`config.mk`:
```
export PLATFORM = sky130hd
export DESIGN_NAME = pc_sequencer
export DESIGN_NICKNAME = d
export VERILOG_FILES = /design/src/rtl/pc_sequencer.sv
export SDC_FILE = /design/constraint.sdc
export NUM_CORES = 1
export LEC_CHECK = 0
export ABC_AREA = 0
export CAP_MARGIN = 10
export CORE_ASPECT_RATIO = 1.1
export CORE_MARGIN = 10
export CORE_UTILIZATION = 35
export CTS_BUF_LIST = sky130_fd_sc_hd__clkbuf_8
export DETAILED_ROUTE_END_ITERATION = 10
export DONT_BUFFER_PORTS = 1
export HOLD_SLACK_MARGIN = 0.08
export PLACE_DENSITY = 0.54
export SYNTH_ARGS = -nofsm -noshare
export SYNTH_HDL_FRONTEND = slang
export SYNTH_SLANG_ARGS = --single-unit
```
`constraint.sdc`:
```
create_clock -name clk -period 1.6 [get_ports clk]
set_clock_uncertainty 0.1 [all_clocks]
set_input_delay 0.16 -clock clk [delete_from_list [all_inputs] [get_ports clk]]
set_output_delay 0.16 -clock clk [all_outputs]
set_load 0.01 [all_outputs]
```
`src/rtl/pc_sequencer.sv`:
```
// Program-counter sequencer for picoMIPS: picks increment, load or hold each cycle.
// Also stretches MUL over several cycles and runs the switch-input handshake.
module pc_sequencer #(
    parameter int P_SIZE     = 4,
    parameter int MUL_CYCLES = 2
) (
    input  logic              clk,
    input  logic              reset,
    input  logic [P_SIZE-1:0] pcAddress,
    input  logic [2:0]        opClass,
    input  logic              zeroFlag,
    input  logic [P_SIZE-1:0] offset,
    input  logic              inValid,
    output logic              inReady,
    output logic              pcInc,
    output logic              pcLoad,
    output logic [P_SIZE-1:0] pcTarget,
    output logic              regWrite,
    output logic              halted
);

    localparam int CW       = $clog2(MUL_CYCLES) + 1;
    localparam int MUL_LOAD = (MUL_CYCLES >= 2) ? MUL_CYCLES - 2 : 0;

    localparam logic [2:0] S_RUN     = 3'd0;
    localparam logic [2:0] S_MULWAIT = 3'd1;
    localparam logic [2:0] S_INWAIT  = 3'd2;
    localparam logic [2:0] S_INREL   = 3'd3;
    localparam logic [2:0] S_HALT    = 3'd4;

    localparam logic [2:0] OP_ALU  = 3'd0;
    localparam logic [2:0] OP_MUL  = 3'd1;
    localparam logic [2:0] OP_BEQ  = 3'd2;
    localparam logic [2:0] OP_BNE  = 3'd3;
    localparam logic [2:0] OP_JMP  = 3'd4;
    localparam logic [2:0] OP_WAIT = 3'd5;
    localparam logic [2:0] OP_HALT = 3'd6;

    logic [2:0]    state_q, state_d;
    logic [CW-1:0] cnt_q, cnt_d;
    logic          taken;

    assign taken = (opClass == OP_BEQ) ? zeroFlag : ~zeroFlag;

    always_comb begin
        state_d  = state_q;
        cnt_d    = cnt_q;
        inReady  = 1'b0;
        pcInc    = 1'b0;
        pcLoad   = 1'b0;
        pcTarget = '0;
        regWrite = 1'b0;
        halted   = 1'b0;
        case (state_q)
            S_RUN: begin
                case (opClass)
                    OP_ALU: begin
                        pcInc    = 1'b1;
                        regWrite = 1'b1;
                    end
                    OP_MUL: begin
                        if (MUL_CYCLES == 1) begin
                            pcInc    = 1'b1;
                            regWrite = 1'b1;
                        end else begin
                            cnt_d   = MUL_LOAD[CW-1:0];
                            state_d = S_MULWAIT;
                        end
                    end
                    OP_BEQ, OP_BNE: begin
                        if (taken) begin
                            pcLoad   = 1'b1;
                            pcTarget = pcAddress + offset;
                        end else begin
                            pcInc = 1'b1;
                        end
                    end
                    OP_JMP: begin
                        pcLoad   = 1'b1;
                        pcTarget = offset;
                    end
                    OP_WAIT: state_d = S_INWAIT;
                    OP_HALT: state_d = S_HALT;
                    default: pcInc = 1'b1;
                endcase
            end
            S_MULWAIT: begin
                if (cnt_q == '0) begin
                    pcInc    = 1'b1;
                    regWrite = 1'b1;
                    state_d  = S_RUN;
                end else begin
                    cnt_d = cnt_q - CW'(1);
                end
            end
            S_INWAIT: begin
                if (inValid) begin
                    inReady  = 1'b1;
                    regWrite = 1'b1;
                    state_d  = S_INREL;
                end
            end
            S_INREL: begin
                if (inValid) begin
                    inReady = 1'b1;
                end else begin
                    pcInc   = 1'b1;
                    state_d = S_RUN;
                end
            end
            S_HALT:  halted = 1'b1;
            default: state_d = S_RUN;
        endcase
        // Outputs are silent for the whole time reset is held.
        if (reset) begin
            inReady  = 1'b0;
            pcInc    = 1'b0;
            pcLoad   = 1'b0;
            pcTarget = '0;
            regWrite = 1'b0;
            halted   = 1'b0;
        end
    end

    always_ff @(posedge clk or posedge reset) begin
        if (reset) begin
            state_q <= S_RUN;
            cnt_q   <= '0;
        end else begin
            state_q <= state_d;
            cnt_q   <= cnt_d;
        end
    end

endmodule

```
==> impl_metrics.tcl, run 1 <==
set metrics [dict create \
    fin_setup_tns_ns -0.312 \
    status "complete, but fails checks" \
    area_growth_syn_to_layout_pct 38.1 \
    track_usage_pct 8.15 \
    gr-usage-met2_pct 12.6 \
    crit_fanout 3 \
    grt_max_degree 10 \
    cts_made_buffers 3 \
    crit_chain "inv_1, ha_2, nand2_2, o2bb2ai_2, a21oi_1, nor3_1, buf_4" \
    top_usage_layer "met2" \
    syn_area_per_cell_um2 8.60 \
    die_area_mm2 0.00382 \
    use_met3_pct 4.15 \
    syn_inst 71 \
    gp_congestion 0.798 \
    clockRootBuffer "clkbuf_8" \
    cts_buffer_depth 2 \
    firstDrtPassIters 3 \
    cts_sinks 5 \
    final_nets 109 \
    clock.fmax_mhz 603 \
    seq_area_um2 129 \
    cts_tree "done" \
    netlist_area_um2 611 \
    crit_required_ns 1.34 \
    io_pins 24 \
    grt-ovfl-total 0 \
    die_h_um 63.8 \
    grt_pass1_wl_mm 2.53 \
    worst-path-buf-inv 2 \
    port_buffers 0 \
    syn-num-nets 91 \
    period_needed_ns 1.66 \
    seq_area_frac_synth_pct 20.5 \
    arrival_ns 1.40 \
    leakagePower_nw 0.336 \
    grt_pass1_vias 549 \
    setup_violations 7 \
    synthTopCellsByArea "dfrtp_1 (20%), ha_1 (8.2%), buf_6 (5.5%)" \
    finalWorstSetupSlack_ns -0.0579 \
    failed_checks "setup timing" \
    initial_core_util_pct 37.8 \
    vias 577 \
    ys_ff_latch 5 \
    max_cap_viol_count 0 \
    period_share_pct 104 \
    synth_cell_types 33 \
    post-place-ws_ns 0.0604 \
    clkTransAtPathRegs_ns 0.03 \
    drt-wirelength-per-cell_um 15.5 \
    dieWidth_um 59.8 \
    yosysTopAreaCell "dfrtp_1" \
    slew_viol_final 0 \
    ant_nets 0 \
    power.density_mw_per_mm2 1440 \
    via_per_inst 5.50 \
    drt_iter0_drc 9 \
    antenna_found_initial 0 \
    multi_input_area_um2 493 \
    worstSetupEndpointType "primary output" \
    vdd_drop_max_mv 0.772 \
    rows 15 \
    drive_above_1_share_pct 40.9 \
    core_area_mm2 0.00161 \
    fillers 154 \
    detail_route.drc_violations 0 \
    rsz0062_at_grt "yes" \
    hold_viol 0 \
    n_antenna_cell 0 \
    tightest_slew_ns 0.349 \
    cp-start-kind "flip-flop" \
    path_class "reg -> out" \
    routed_wl_mm 1.63 \
    relSlewSlack_pct 76.7 \
    hpwl_mm 1.22 \
    h-tree-depth 1 \
    clock_latency_ns 0.21 \
    crit_path_top_delay_cell "dfrtp_1" \
    critPathTopFamily "flip-flops" \
    netlist.area_leader.share_pct 20.5 \
    yosysWarnings 0 \
    hold_class "in -> reg" \
    critPathMaxStageDelay_ns 0.38 \
    hold_ws_ns 0.121 \
    use_met1_pct 8.86 \
]
[state kept, by name, summed over array words and instances (netlist names)]
name / count
state_q: 3
cnt_q: 2
[kinds of logic after synthesis]
group | after synthesis | share of synthesized area [%]
and+or+nand+nor | 30 | 32.8
AOI/OAI and AO/OA | 18 | 20.3
buffers and inverters | 9 | 9.22
adders and majority gates | 5 | 11.5
DFF | 5 | 20.5
xor gates and xnor gates | 4 | 5.74
[cells in the mapped netlist, drive strengths merged]
cell type,count
dfrtp,5
nor2,5
nand2,3
nor4,2
o211ai,1
fa,1
nor2b,3
nand3b,2
nand3,5
xnor2,2
nor3,6
o2bb2ai,1
o21a,1
and2,1
ha,4
a2bb2oi,1
a21o,1
nand2b,1
nor3b,1
nor4b,1
a31oi,1
xor2,2
o21ai,5
buf,3
inv,6
a21oi,4
a22oi,3
[through the flow]
step / total power, mW / util (%) / cell area, um2 / instances
3_3_place_gp: 0.807 / 40.3 / 651 / 92
6_report: 1.21 / 52.2 / 843 / 105
3_5_place_dp: 0.799 / 40.3 / 651 / 92
4_1_cts: 1.10 / 49.4 / 797 / 102
2_1_floorplan: 0.701 / - / 611 / 71
5_1_grt: 1.31 / 52.2 / 843 / 105
[repair_timing]
item / 4_1_cts / 5_1_grt
hold buffers: 5 / 0
endpoints found under the setup margin: 8 / 8
resized for setup: 12 / 5
pin swaps: 5 / 5
endpoints found under the hold margin: 8 / 0
buffers inserted: 1 / 3
[layout by cell type (no fill, tap or decap), drive strengths merged, types with 2 or more instances in the layout]
cell and count:
nor3 6, inv 7, clkbuf 3, nand3 5, a21oi 4, dlygate4sd3 5
nor2b 3, xor2 2, nor2 5, dfrtp 5, nand2 3, buf 11
xnor2 2, ha 4, a22oi 3, o21ai 5, nor4 2, nand3b 2
[where the power goes]
group          internal (mW)  switching (mW)
Clock                  0.164          0.0546
Combinational          0.364           0.318
Sequential             0.189           0.124
Total                  0.716           0.496
[metal layers]
layer | up-vias | routed length (um) | share of wire, %
li1 | 291 | - | -
met1 | 264 | 651 | 40
met2 | 18 | 777 | 48
met3 | 4 | 169 | 10
met4 | 0 | 32 | 2.0
met5 | - | 0 | 0
[area by class of cell]
| type | count | share of cell area (%) |
|---|---|---|
| Timing Repair Buffer | 16 | 15.7 |
| Multi-Input combinational cell | 57 | 58.5 |
| Inverter | 6 | 2.67 |
| Clock inverter | 1 | 0.445 |
| Tap cell | 17 | 2.52 |
| Clock buffer | 3 | 4.90 |
| Sequential cell | 5 | 15.3 |
[worst paths after layout]
check	slack (ns)	from	endpoint	depth (start not counted)
min in group asynchronous	0.21	reset	state_q[1]	2
max in group asynchronous	1.01	reset	state_q[2]	2
worst min register to register	0.40	cnt_q[0]	cnt_q[0]	1
worst max register to register	0.19	state_q[1]	cnt_q[0]	5
worst max-delay path	-0.06	cnt_q[0]	regWrite	7
worst min-delay path	0.12	inValid	state_q[1]	2
Note: power is estimated with default switching activity, not from simulation.
==> run 2: changes to the inputs <==
--- a/config.mk
+++ b/config.mk
@@ -8,7 +8,6 @@
 export ABC_AREA = 0
 export CAP_MARGIN = 10
 export CORE_ASPECT_RATIO = 1.1
-export CORE_MARGIN = 10
 export CORE_UTILIZATION = 35
 export CTS_BUF_LIST = sky130_fd_sc_hd__clkbuf_8
 export DETAILED_ROUTE_END_ITERATION = 10
==> impl_metrics.tcl, run 2 (synthesis gave the netlist of run 1 again) <==
set metrics [dict create \
    status "complete, but fails checks" \
    failed_checks "setup timing" \
    via_per_inst 5.52 \
    max_cap_viol_count 0 \
    arrival_ns 1.45 \
    clock.fmax_mhz 586 \
    relSlewSlack_pct 76.6 \
    final_nets 108 \
    hold_viol 0 \
    track_usage_pct 15.6 \
    grt-ovfl-total 0 \
    crit_required_ns 1.34 \
    die_h_um 45.8 \
    worstSetupEndpointType "primary output" \
    clockRootBuffer "clkbuf_8" \
    hold_ws_ns 0.108 \
    port_buffers 0 \
    hold-path-endpoint "state_q[2]" \
    cts_sinks 5 \
    area_growth_syn_to_layout_pct 39.8 \
    routed_wl_mm 1.50 \
    clkTransAtPathRegs_ns 0.04 \
    detail_route.drc_violations 0 \
    n_antenna_cell 0 \
    period_share_pct 107 \
    cts_buffer_depth 2 \
    tightest_slew_ns 0.351 \
    hpwl_mm 1.03 \
    mostFrequentLayoutCells "buf_4 (11), inv_1 (7), nand3_1 (4), nor2_2 (4), dlygate4sd3_1 (4)" \
    reg_top3 "state_q: 3 flops, cnt_q: 2 flops" \
    antenna_found_initial 0 \
    fin_cells 104 \
    post-place-ws_ns 0.0418 \
    whs_path_depth 2 \
    core_area_mm2 0.00160 \
    crit_fanout 7 \
    drive_above_1_share_pct 42.5 \
    setup_violations 7 \
    clock_latency_ns 0.22 \
    multi_input_area_um2 514 \
    ant_nets 0 \
    leakagePower_nw 0.337 \
    die_area_mm2 0.00192 \
    slew_viol_final 0 \
    firstDrtPassIters 4 \
    worstRegToRegCells 6 \
    h-tree-depth 1 \
    r2r_start "cnt_q[0]" \
    drt_iter0_drc 9 \
    dp.cells 91 \
    holdCritStartpoint "opClass[1]" \
    rsz0062_at_grt "yes" \
    cp-start-kind "flip-flop" \
    period_needed_ns 1.71 \
    cts_made_buffers 3 \
    vdd_drop_max_mv 0.932 \
    cts_tree "done" \
    grt_max_degree 8 \
    fillers 144 \
    path_class "reg -> out" \
    drt-wirelength-per-cell_um 14.4 \
    final_common_cell "buf_4" \
    seq_area_um2 128 \
    power.density_mw_per_mm2 1490 \
    largest_reg_flops 3 \
    dieWidth_um 41.8 \
    grt_pass1_wl_mm 2.24 \
    r2r_slack_ns 0.23 \
    regMostFlops "state_q" \
    hold_class "in -> reg" \
    vias 574 \
    gp_congestion 0.829 \
    finalWorstSetupSlack_ns -0.107 \
    rr_endpoint "cnt_q[1]" \
    rows 15 \
    initial_core_util_pct 38.3 \
    grt_pass1_vias 535 \
    io_pins 24 \
]
-- run 2: cell types whose count changed in the layout (fill, tap and decap cells not counted), sizes merged --
cell | before | now
dlygate4sd3 | 5 | 4
-- run 2: layer usage --
layer	vias to the layer above	global-route usage [%]	share of wire (%)
li1	288	-	-
met1	269	19.7	48
met2	17	24.7	45
met3	0	6.75	6.3
met4	0	3.87	0
met5	-	0	0
-- run 2: cell type report --
class	instances	area share (%)
well taps	17	2.49
repair buffers	15	14.4
multi-input cells	57	60.3
clock inverters	1	0.440
clock buffers	3	4.84
flip-flops and latches	5	15.0
inverters	6	2.64
-- run 2: how the worst max path moves through the flow --
stage | start | end | slack (ns) | depth (start not counted)
5_1_grt | cnt_q[0] | regWrite | -0.17 | 7
2_1_floorplan | state_q[1] | pcInc | 0.19 | 5
3_3_place_gp | state_q[1] | regWrite | 0.08 | 5
4_1_cts | state_q[1] | pcLoad | -0.05 | 3
6_report | state_q[1] | regWrite | -0.11 | 5
3_5_place_dp | state_q[0] | pcInc | 0.04 | 4
-- run 2: per-stage QoR --
step,power [mW],TNS [ns],util [%],area [um2]
after global routing,1.36,-0.709,53.5,853
final,1.27,-0.367,53.5,853
after CTS,1.13,-0.243,49.2,785
after detailed placement,0.803,0,40.3,643
after floorplan,0.701,0,-,611
after global placement,0.793,0,40.3,643
-- run 2: critical path, cell delays in order (launching register included) --
cell and delay [ns]:
dfrtp_2 0.48, nor2b_4 0.26, o2bb2ai_4 0.13, a21oi_2 0.04, nor3_1 0.17, buf_4 0.15
-- run 2: report_power, final --
group	switching (mW)	internal, mW
Sequential	0.119	0.187
Clock	0.0631	0.165
Combinational	0.354	0.383
Total	0.537	0.735
-- run 2: what timing repair did --
item,CTS,global route
resized for setup,11,8
hold endpoints to repair,7,0
hold buffers,4,0
endpoints found under the setup margin,9,8
pin swaps,5,5
setup buffers,2,3
